### src/rtl/seq_run_pause_ctrl_pkg.sv
// Shared constants for the run/pause digit sequencer: state encoding and
// the fixed digit pattern stepped through during RUN.
package seq_run_pause_ctrl_pkg;

  typedef enum logic {
    ST_RUN   = 1'b0,
    ST_PAUSE = 1'b1
  } state_e;

  localparam int SEQ_LEN = 6;

  // Entry 0 sits in the low nibble.
  localparam logic [SEQ_LEN*4-1:0] SEQ_ROM = {4'd9, 4'd7, 4'd5, 4'd4, 4'd2, 4'd0};

  localparam logic [3:0] LAST_DIGIT = 4'd9;

  function automatic logic [3:0] seq_digit(input logic [2:0] idx);
    if (idx < 3'(SEQ_LEN)) begin
      return SEQ_ROM[4*idx +: 4];
    end
    return 4'd0;
  endfunction

endpackage

### src/rtl/seq_run_pause_ctrl_tick_gen.sv
// Free-running step divider: emits a one-cycle tick every TICK_DIV enabled
// clocks. Frozen entirely while en is low.
module tick_gen #(
  parameter int TICK_DIV = 4
) (
  input  logic clk,
  input  logic reset,
  input  logic en,
  output logic tick
);

  localparam int DW = $clog2(TICK_DIV);
  localparam logic [DW-1:0] D_LAST = DW'(TICK_DIV - 1);

  logic [DW-1:0] d_q;
  logic [DW-1:0] d_d;

  always_comb begin
    d_d = d_q;
    if (en) begin
      d_d = (d_q == D_LAST) ? '0 : d_q + DW'(1);
    end
  end

  assign tick = en && (d_q == D_LAST);

  always_ff @(posedge clk) begin
    if (reset) begin
      d_q <= '0;
    end else begin
      d_q <= d_d;
    end
  end

endmodule

### src/rtl/seq_run_pause_ctrl.sv
// Digit sequencer: LAPS passes over the digit pattern, then a blinking pause
// on the last digit, then restart. All outputs are registered.
module seq_run_pause_ctrl
  import seq_run_pause_ctrl_pkg::*;
#(
  parameter int TICK_DIV   = 4,
  parameter int LAPS       = 3,
  parameter int BLINKS     = 2,
  parameter int BLINK_HALF = 1
) (
  input  logic       clk,
  input  logic       reset,
  input  logic       en,
  output logic [3:0] digit,
  output logic       blank,
  output logic       state,
  output logic [1:0] lap,
  output logic       tick,
  output logic       cycle_done
);

  localparam int PAUSE_LEN = 2 * BLINK_HALF * BLINKS;
  localparam int PW        = $clog2(PAUSE_LEN);
  localparam logic [PW-1:0] P_LAST   = PW'(PAUSE_LEN - 1);
  localparam logic [PW-1:0] BH_W     = PW'(BLINK_HALF);
  localparam logic [2:0]    IDX_LAST = 3'(SEQ_LEN - 1);
  localparam logic [1:0]    LAP_LAST = 2'(LAPS - 1);

  state_e        state_q, state_d;
  logic [2:0]    idx_q, idx_d;
  logic [1:0]    lap_q, lap_d;
  logic [PW-1:0] p_q, p_d;
  logic [PW-1:0] half_idx;
  logic [3:0]    digit_q, digit_d;
  logic          blank_q, blank_d;
  logic          cycle_done_q, cycle_done_d;

  tick_gen #(
    .TICK_DIV (TICK_DIV)
  ) u_tick_gen (
    .clk   (clk),
    .reset (reset),
    .en    (en),
    .tick  (tick)
  );

  always_comb begin
    state_d      = state_q;
    idx_d        = idx_q;
    lap_d        = lap_q;
    p_d          = p_q;
    cycle_done_d = 1'b0;

    if (idx_q > IDX_LAST) begin
      // Unreachable index: fall back to the start of RUN immediately.
      state_d = ST_RUN;
      idx_d   = '0;
      p_d     = '0;
    end else if (tick) begin
      case (state_q)
        ST_RUN: begin
          if (idx_q < IDX_LAST) begin
            idx_d = idx_q + 3'd1;
          end else if (lap_q < LAP_LAST) begin
            idx_d = '0;
            lap_d = lap_q + 2'd1;
          end else begin
            state_d = ST_PAUSE;
            lap_d   = '0;
            p_d     = '0;
          end
        end
        ST_PAUSE: begin
          if (p_q == P_LAST) begin
            state_d      = ST_RUN;
            idx_d        = '0;
            p_d          = '0;
            cycle_done_d = 1'b1;
          end else begin
            p_d = p_q + PW'(1);
          end
        end
        default: begin
          state_d = ST_RUN;
          idx_d   = '0;
        end
      endcase
    end

    // Display values follow the state being entered, so they line up with it.
    half_idx = p_d / BH_W;
    digit_d  = (state_d == ST_PAUSE) ? LAST_DIGIT : seq_digit(idx_d);
    blank_d  = (state_d == ST_PAUSE) && !half_idx[0];
  end

  always_ff @(posedge clk) begin
    if (reset) begin
      state_q      <= ST_RUN;
      idx_q        <= '0;
      lap_q        <= '0;
      p_q          <= '0;
      digit_q      <= '0;
      blank_q      <= 1'b0;
      cycle_done_q <= 1'b0;
    end else begin
      state_q      <= state_d;
      idx_q        <= idx_d;
      lap_q        <= lap_d;
      p_q          <= p_d;
      digit_q      <= digit_d;
      blank_q      <= blank_d;
      cycle_done_q <= cycle_done_d;
    end
  end

  assign digit      = digit_q;
  assign blank      = blank_q;
  assign state      = state_q;
  assign lap        = lap_q;
  assign cycle_done = cycle_done_q;

endmodule

### config.mk
export PLATFORM = sky130hd
export DESIGN_NAME = seq_run_pause_ctrl
export DESIGN_NICKNAME = d
export VERILOG_FILES = /design/src/rtl/seq_run_pause_ctrl_pkg.sv /design/src/rtl/seq_run_pause_ctrl_tick_gen.sv /design/src/rtl/seq_run_pause_ctrl.sv
export SDC_FILE = /design/constraint.sdc
export NUM_CORES = 1
export LEC_CHECK = 0
export ABC_AREA = 1
export BUFFER_PORTS_ARGS = -buffer_cell sky130_fd_sc_hd__buf_2
export CORE_UTILIZATION = 57
export CTS_CLUSTER_DIAMETER = 100
export DETAILED_ROUTE_END_ITERATION = 6
export PLACE_DENSITY = 0.78
export SLEW_MARGIN = 20
export SYNTH_ARGS = -nofsm -noshare
export SYNTH_HDL_FRONTEND = slang
export SYNTH_SLANG_ARGS = --single-unit
### constraint.sdc
create_clock -name clk -period 2.7 [get_ports clk]
set_clock_uncertainty 0.15 [all_clocks]
set_input_delay 0.135 -clock clk [delete_from_list [all_inputs] [get_ports clk]]
set_output_delay 0.135 -clock clk [all_outputs]
set_load 0.02 [all_outputs]
==> Word level (Yosys, flattened, before mapping) <==
Index checks and enable logic that the tools add are counted.
{ "word_totals": {"regBits": 16, "inputBits": 3, "output_inout_bits": 10, "wordCells": 61} }
{ "classes": {"n_addsub": 4, "n_lt_le_gt_ge": 4, "eq_ne": 4, "shifts": 1, "mux": 25, "bitwise": 5, "reduce_logical": 8} }
{ "op_table": {"columns": ["op", "n"], "rows": [
  ["24-bit by 6-bit indexed part select with 4-bit output, first input constant", 1],
  ["3-bit two-way mux", 5],
  ["4-bit two-way mux", 3],
  ["2-bit two-way mux", 5],
  ["1-bit two-way mux", 9],
  ["2-bit by 1-bit adder with 2-bit output, second input constant", 3],
  ["3-bit less-than comparator, second input constant", 2],
  ["3-bit one-hot mux with 2 select lines", 1],
  ["1-bit inverter", 5],
  ["2-bit equality test, second input constant", 2],
  ["2-bit != test, second input constant", 2],
  ["2-bit one-hot mux with 2 select lines", 1],
  ["4-bit AND reduction", 1],
  ["4-bit OR reduction", 1],
  ["3-bit by 1-bit adder with 3-bit output, second input constant", 1],
  ["3-bit greater-than comparator, second input constant", 1],
  ["3-bit AND reduction", 1],
  ["3-bit OR reduction", 1],
  ["1-bit logical AND", 2],
  ["2-bit less-than comparator, second input constant", 1],
  ["1-bit one-hot mux with 2 select lines", 1],
  ["2-bit OR reduction", 1],
  ["1-bit logical NOT", 1]
]} }

==> Logic depth before layout (Yosys ltp) <==
{ "logic_depth": {"depth_word": 10, "depth_mapped": 10, "depth_no_buf": 10} }

==> Cells and area by module <==
From an unflattened synthesis, not the netlist that was laid out.
{ "hier_totals": {"cells_unflattened": 124, "area_unflattened_um2": 870.8} }
{ "by_module_without_submodules": {"columns": ["mod", "n_inst", "cells_each", "area_each_um2", "seq_area_each_um2"], "rows": [
  ["seq_run_pause_ctrl", 1, 108, 763.2, 280.3],
  ["tick_gen", 1, 16, 107.6, 40.0]
]} }

==> Worst setup path after synthesis <==
No wires, ideal clock.
{ "synth_timing": {"path_type": "reg2reg", "from": "register u_tick_gen.d_q[0]", "to": "register digit_q[0], in the netlist digit[0]", "setup_time_ns": 0.122, "arrival_ns": 1.240, "t_required_ns": 2.428, "setup_slack_ns": 1.188, "stages_incl_launch_ff": 10, "n_path_buf": 0, "period_less_slack_ns": 1.512, "cell_sequence": "dfxtp_1 -> ha_1 -> nand2_2 -> nor2_4 -> nand2_1 -> nor2_1 -> nor2_2 -> inv_2 -> nand3_1 -> nand3_1"} }
{ "synth_between": {"elab_chain_len": 8, "elab_cells_between_ends": 12, "classes_between": "order compare: 1; eq/ne: 1; shift: 1; mux: 8; reduce/logical: 1"} }
{ "synth_lines": {"columns": ["element", "line", "text"], "rows": [
  ["start, declared", "seq_run_pause_ctrl_tick_gen.sv:15", "logic [DW-1:0] d_q;"],
  ["start signal, assigned", "seq_run_pause_ctrl_tick_gen.sv:29", "d_q <= '0;"],
  ["start signal, assigned", "seq_run_pause_ctrl_tick_gen.sv:31", "d_q <= d_d;"],
  ["2-bit equality test *", "seq_run_pause_ctrl_tick_gen.sv:25", "assign tick = en && (d_q == D_LAST);"],
  ["1-bit logical AND *", "seq_run_pause_ctrl_tick_gen.sv:25", null],
  ["3-bit two-way mux", "seq_run_pause_ctrl.sv:59", "end else if (tick) begin"],
  ["3-bit two-way mux", "seq_run_pause_ctrl.sv:54", "if (idx_q > IDX_LAST) begin"],
  ["24-bit by 6-bit indexed part select with 4-bit output or 3-bit less-than comparator (tied branches)", "seq_run_pause_ctrl_pkg.sv:19, seq_run_pause_ctrl_pkg.sv:18", null],
  ["4-bit two-way mux or 1-bit two-way mux (tied branches)", "seq_run_pause_ctrl_pkg.sv:18", "if (idx < 3'(SEQ_LEN)) begin"],
  ["4-bit two-way mux", "seq_run_pause_ctrl_pkg.sv:21", "return 4'd0;"],
  ["4-bit two-way mux *", "seq_run_pause_ctrl.sv:92", "digit_d = (state_d == ST_PAUSE) ? LAST_DIGIT : seq_digit(idx_d);"],
  ["end signal, assigned", "seq_run_pause_ctrl.sv:110", "digit_q <= digit_d;"],
  ["end, declared", "seq_run_pause_ctrl.sv:34", "logic [3:0] digit_q, digit_d;"]
]} }
Every way passes the cells marked *; elsewhere a longest branch is shown, timed or not. The select of a mux whose other input is x is not followed.
A chain may end at the register's enable or synchronous reset.

==> Worst setup path in the final report <==
Ends and elaborated chain as after synthesis.

==> results.py <==
metrics = {
    "drt": {
        "wl_per_cell_um": 11.2,
        "ant_nets": 0,
        "first_pass_iters": 4,
        "via_per_inst": 5.27,
        "routed_wl_um": 1610,
        "drt_iter0_markers": 22,
        "vias": 759,
        "drc": 0,
    },
    "power_and_ir_drop": {
        "power-per-cell-area_nw_per_um2": 485,
        "p_sw_mw": 0.110,
        "switching_share": 0.246,
        "finalPower_mw": 0.448,
        "combPwrFrac": 0.086,
        "p_leak_nw": 0.459,
        "ir_drop_v": 0.000418,
        "power.internal_mw": 0.338,
        "p_clk_frac": 0.366,
        "p_seq_frac": 0.547,
    },
    "timing": {
        "setup_viol": 0,
        "rsz0062_at_grt": "false",
        "period_share": 0.629,
        "fmax_mhz": 589,
        "tns_ps": 0,
        "worst_pin_slew_ps": 295,
        "relSlewSlack": 0.803,
        "hold_viol": 0,
        "fin_crit_ps": 1700,
        "maxSlewViolCount": 0,
    },
    "placed_design": {
        "placed_cell_area_um2": 877,
        "dp_cells": 139,
        "gp_congestion": 0.859,
        "portBuffers": 12,
        "dp_hpwl_um": 1190,
    },
    "grt": {
        "grt_pass1_wl_um": 2450,
        "grt_max_degree": 10,
        "antenna_found_initial": 0,
        "grt_usage": 0.251,
        "grt_pass1_vias": 576,
        "overflow": 0,
    },
    "setup_path": {
        "worst_r2r_path_depth": 8,
        "worstPathMaxFanout": 5,
        "path_class": "reg2reg",
        "crit_required_ps": 2750,
        "worstReg2RegStart": "u_tick_gen.d_q[0]",
        "start_kind": "flop",
        "end_kind": "flop",
        "worstPathArrival_ps": 1750,
        "ff2ff_setup_slack_ps": 1000,
        "reg2reg_to": "digit[0]",
    },
    "final_layout": {
        "fin_nets": 136,
        "final_area_um2": 923,
        "final_common_cell": "nand2_1",
        "syn_to_final_growth_pct": 15.7,
        "stdcell_count": 144,
        "layout-drive-gt1-share": 0.233,
        "antennaDiodeCount": 0,
        "layout_common_cells": "nand2_1 (24), nor2_1 (18), dfxtp_1 (16)",
    },
    "die": {
        "io_pins": 13,
        "die_w_um": 39.4,
        "die_h_um": 39.4,
        "start_util": 0.613,
        "design.core.area_um2": 1300,
        "core.rowCount": 13,
        "die_area_um2": 1550,
    },
    "yosys": {
        "ys_seq_elements": 16,
        "synth_area_leaders": "dfxtp_1 (40%), nand2_1 (11%), nor2_1 (8.5%)",
        "synth_cells": 112,
        "yosysSeqAreaShare": 0.401,
        "synth_largest_area_cell": "dfxtp_1",
        "synth.avg_cell_area_um2": 7.13,
        "syn_nets": 118,
        "synth_area_um2": 798,
        "yosysTopAreaCellShare": 0.401,
        "ys_types": 19,
        "ys.warnings.count": 0,
    },
    "clock_network": {
        "cts_buffer_depth": 2,
        "clk_pin_slew_ps": 100,
        "htree_levels": 1,
        "clock-sinks": 16,
        "cts_tree": "built",
        "clock_latency_ps": 300,
        "cts_buffers": 3,
        "cts_resized": 0,
        "cts_root_buf": "clkbuf_4",
    },
    "min_path": {
        "min_path_type": "in2reg",
        "hold-path-cell-count": 3,
        "hold_path_end": "u_tick_gen.d_q[1]",
        "hold_start": "en",
    },
    "run": {
        "cap_viol_max_count": 0,
    },
    "outcome": {
        "status": "completed",
    },
}
[registers in the layout, summed over array words and instances (netlist names)]
name,cells
blank,1
cycle_done,1
digit,4
idx_q,3
lap,2
p_q,2
state,1
u_tick_gen.d_q,2
[synthesized netlist by cell type, drive strengths merged]
library cell	count
nor3	2
nor2	22
ha	3
inv	14
a21oi	8
a211oi	1
nand4	1
nor4	1
nand2	28
nand3b	1
nand3	11
dfxtp	16
o21ai	4
[kinds of logic (layout without fill, tap and decap cells)]
logic type,after synthesis,count (layout),synth area share
fa+ha+maj,3,3,0.0470
flops,16,16,0.401
simple gates,66,66,0.392
compound gates,13,13,0.0941
buf+inv,14,31,0.0658
[critical path: stages, from the launching register on]
cell and delay (ps):
dfxtp_1 370, ha_1 250, nand3_2 150, nand2_1 90, nand3_1 80, nor2_2 260
inv_2 110, nand3_1 90, nand3_1 70
[power groups by stage]
stage	registers, mW	logic (mW)	clock network [mW]
4_1_cts	0.245	0.0391	0.167
6_report	0.245	0.0387	0.164
5_1_grt	0.246	0.0440	0.176
3_5_place_dp	0.251	0.0379	0
3_3_place_gp	0.250	0.0370	0
2_1_floorplan	0.252	0.0252	0
[stage by stage]
step	utilization	worst slack [ps]	hold slack [ps]
6_report	0.710	1000	15.9
5_1_grt	0.710	905	43.9
4_1_cts	0.710	1010	19.1
3_5_place_dp	0.674	1030	276
3_3_place_gp	0.674	1080	274
2_1_floorplan	-	1190	57.4
[cell type report]
type,count,area [µm²]
well taps,15,18.8
repair buffers,13,70.1
fillers,109,378
multi-input cells,82,425
flip-flops and latches,16,320
inverters,14,52.6
clock buffers,4,36.3
[per-layer routing]
layer,up-vias,share of wire,GRT usage
li1,393,-,-
met1,339,0.47,0.317
met2,22,0.45,0.357
met4,0,0.025,0.155
met5,-,0,0
met3,5,0.050,0.0852
[how the worst max path moves through the flow]
stage	slack, ps	from	endpoint	cells past startpoint
floorplan	1190	u_tick_gen.d_q[0]	digit[0]	9
global placement	1080	u_tick_gen.d_q[0]	digit[0]	8
detailed placement	1030	u_tick_gen.d_q[0]	digit[0]	8
CTS	1010	u_tick_gen.d_q[0]	digit[0]	8
global route	910	u_tick_gen.d_q[0]	digit[0]	8
finish	1000	u_tick_gen.d_q[0]	digit[0]	8
[timing repair]
item	in CTS	in global routing
setup buffers	0	0
endpoints found under the hold margin	6	0
hold buffers	1	0
Power figures use the tool's default switching activity.
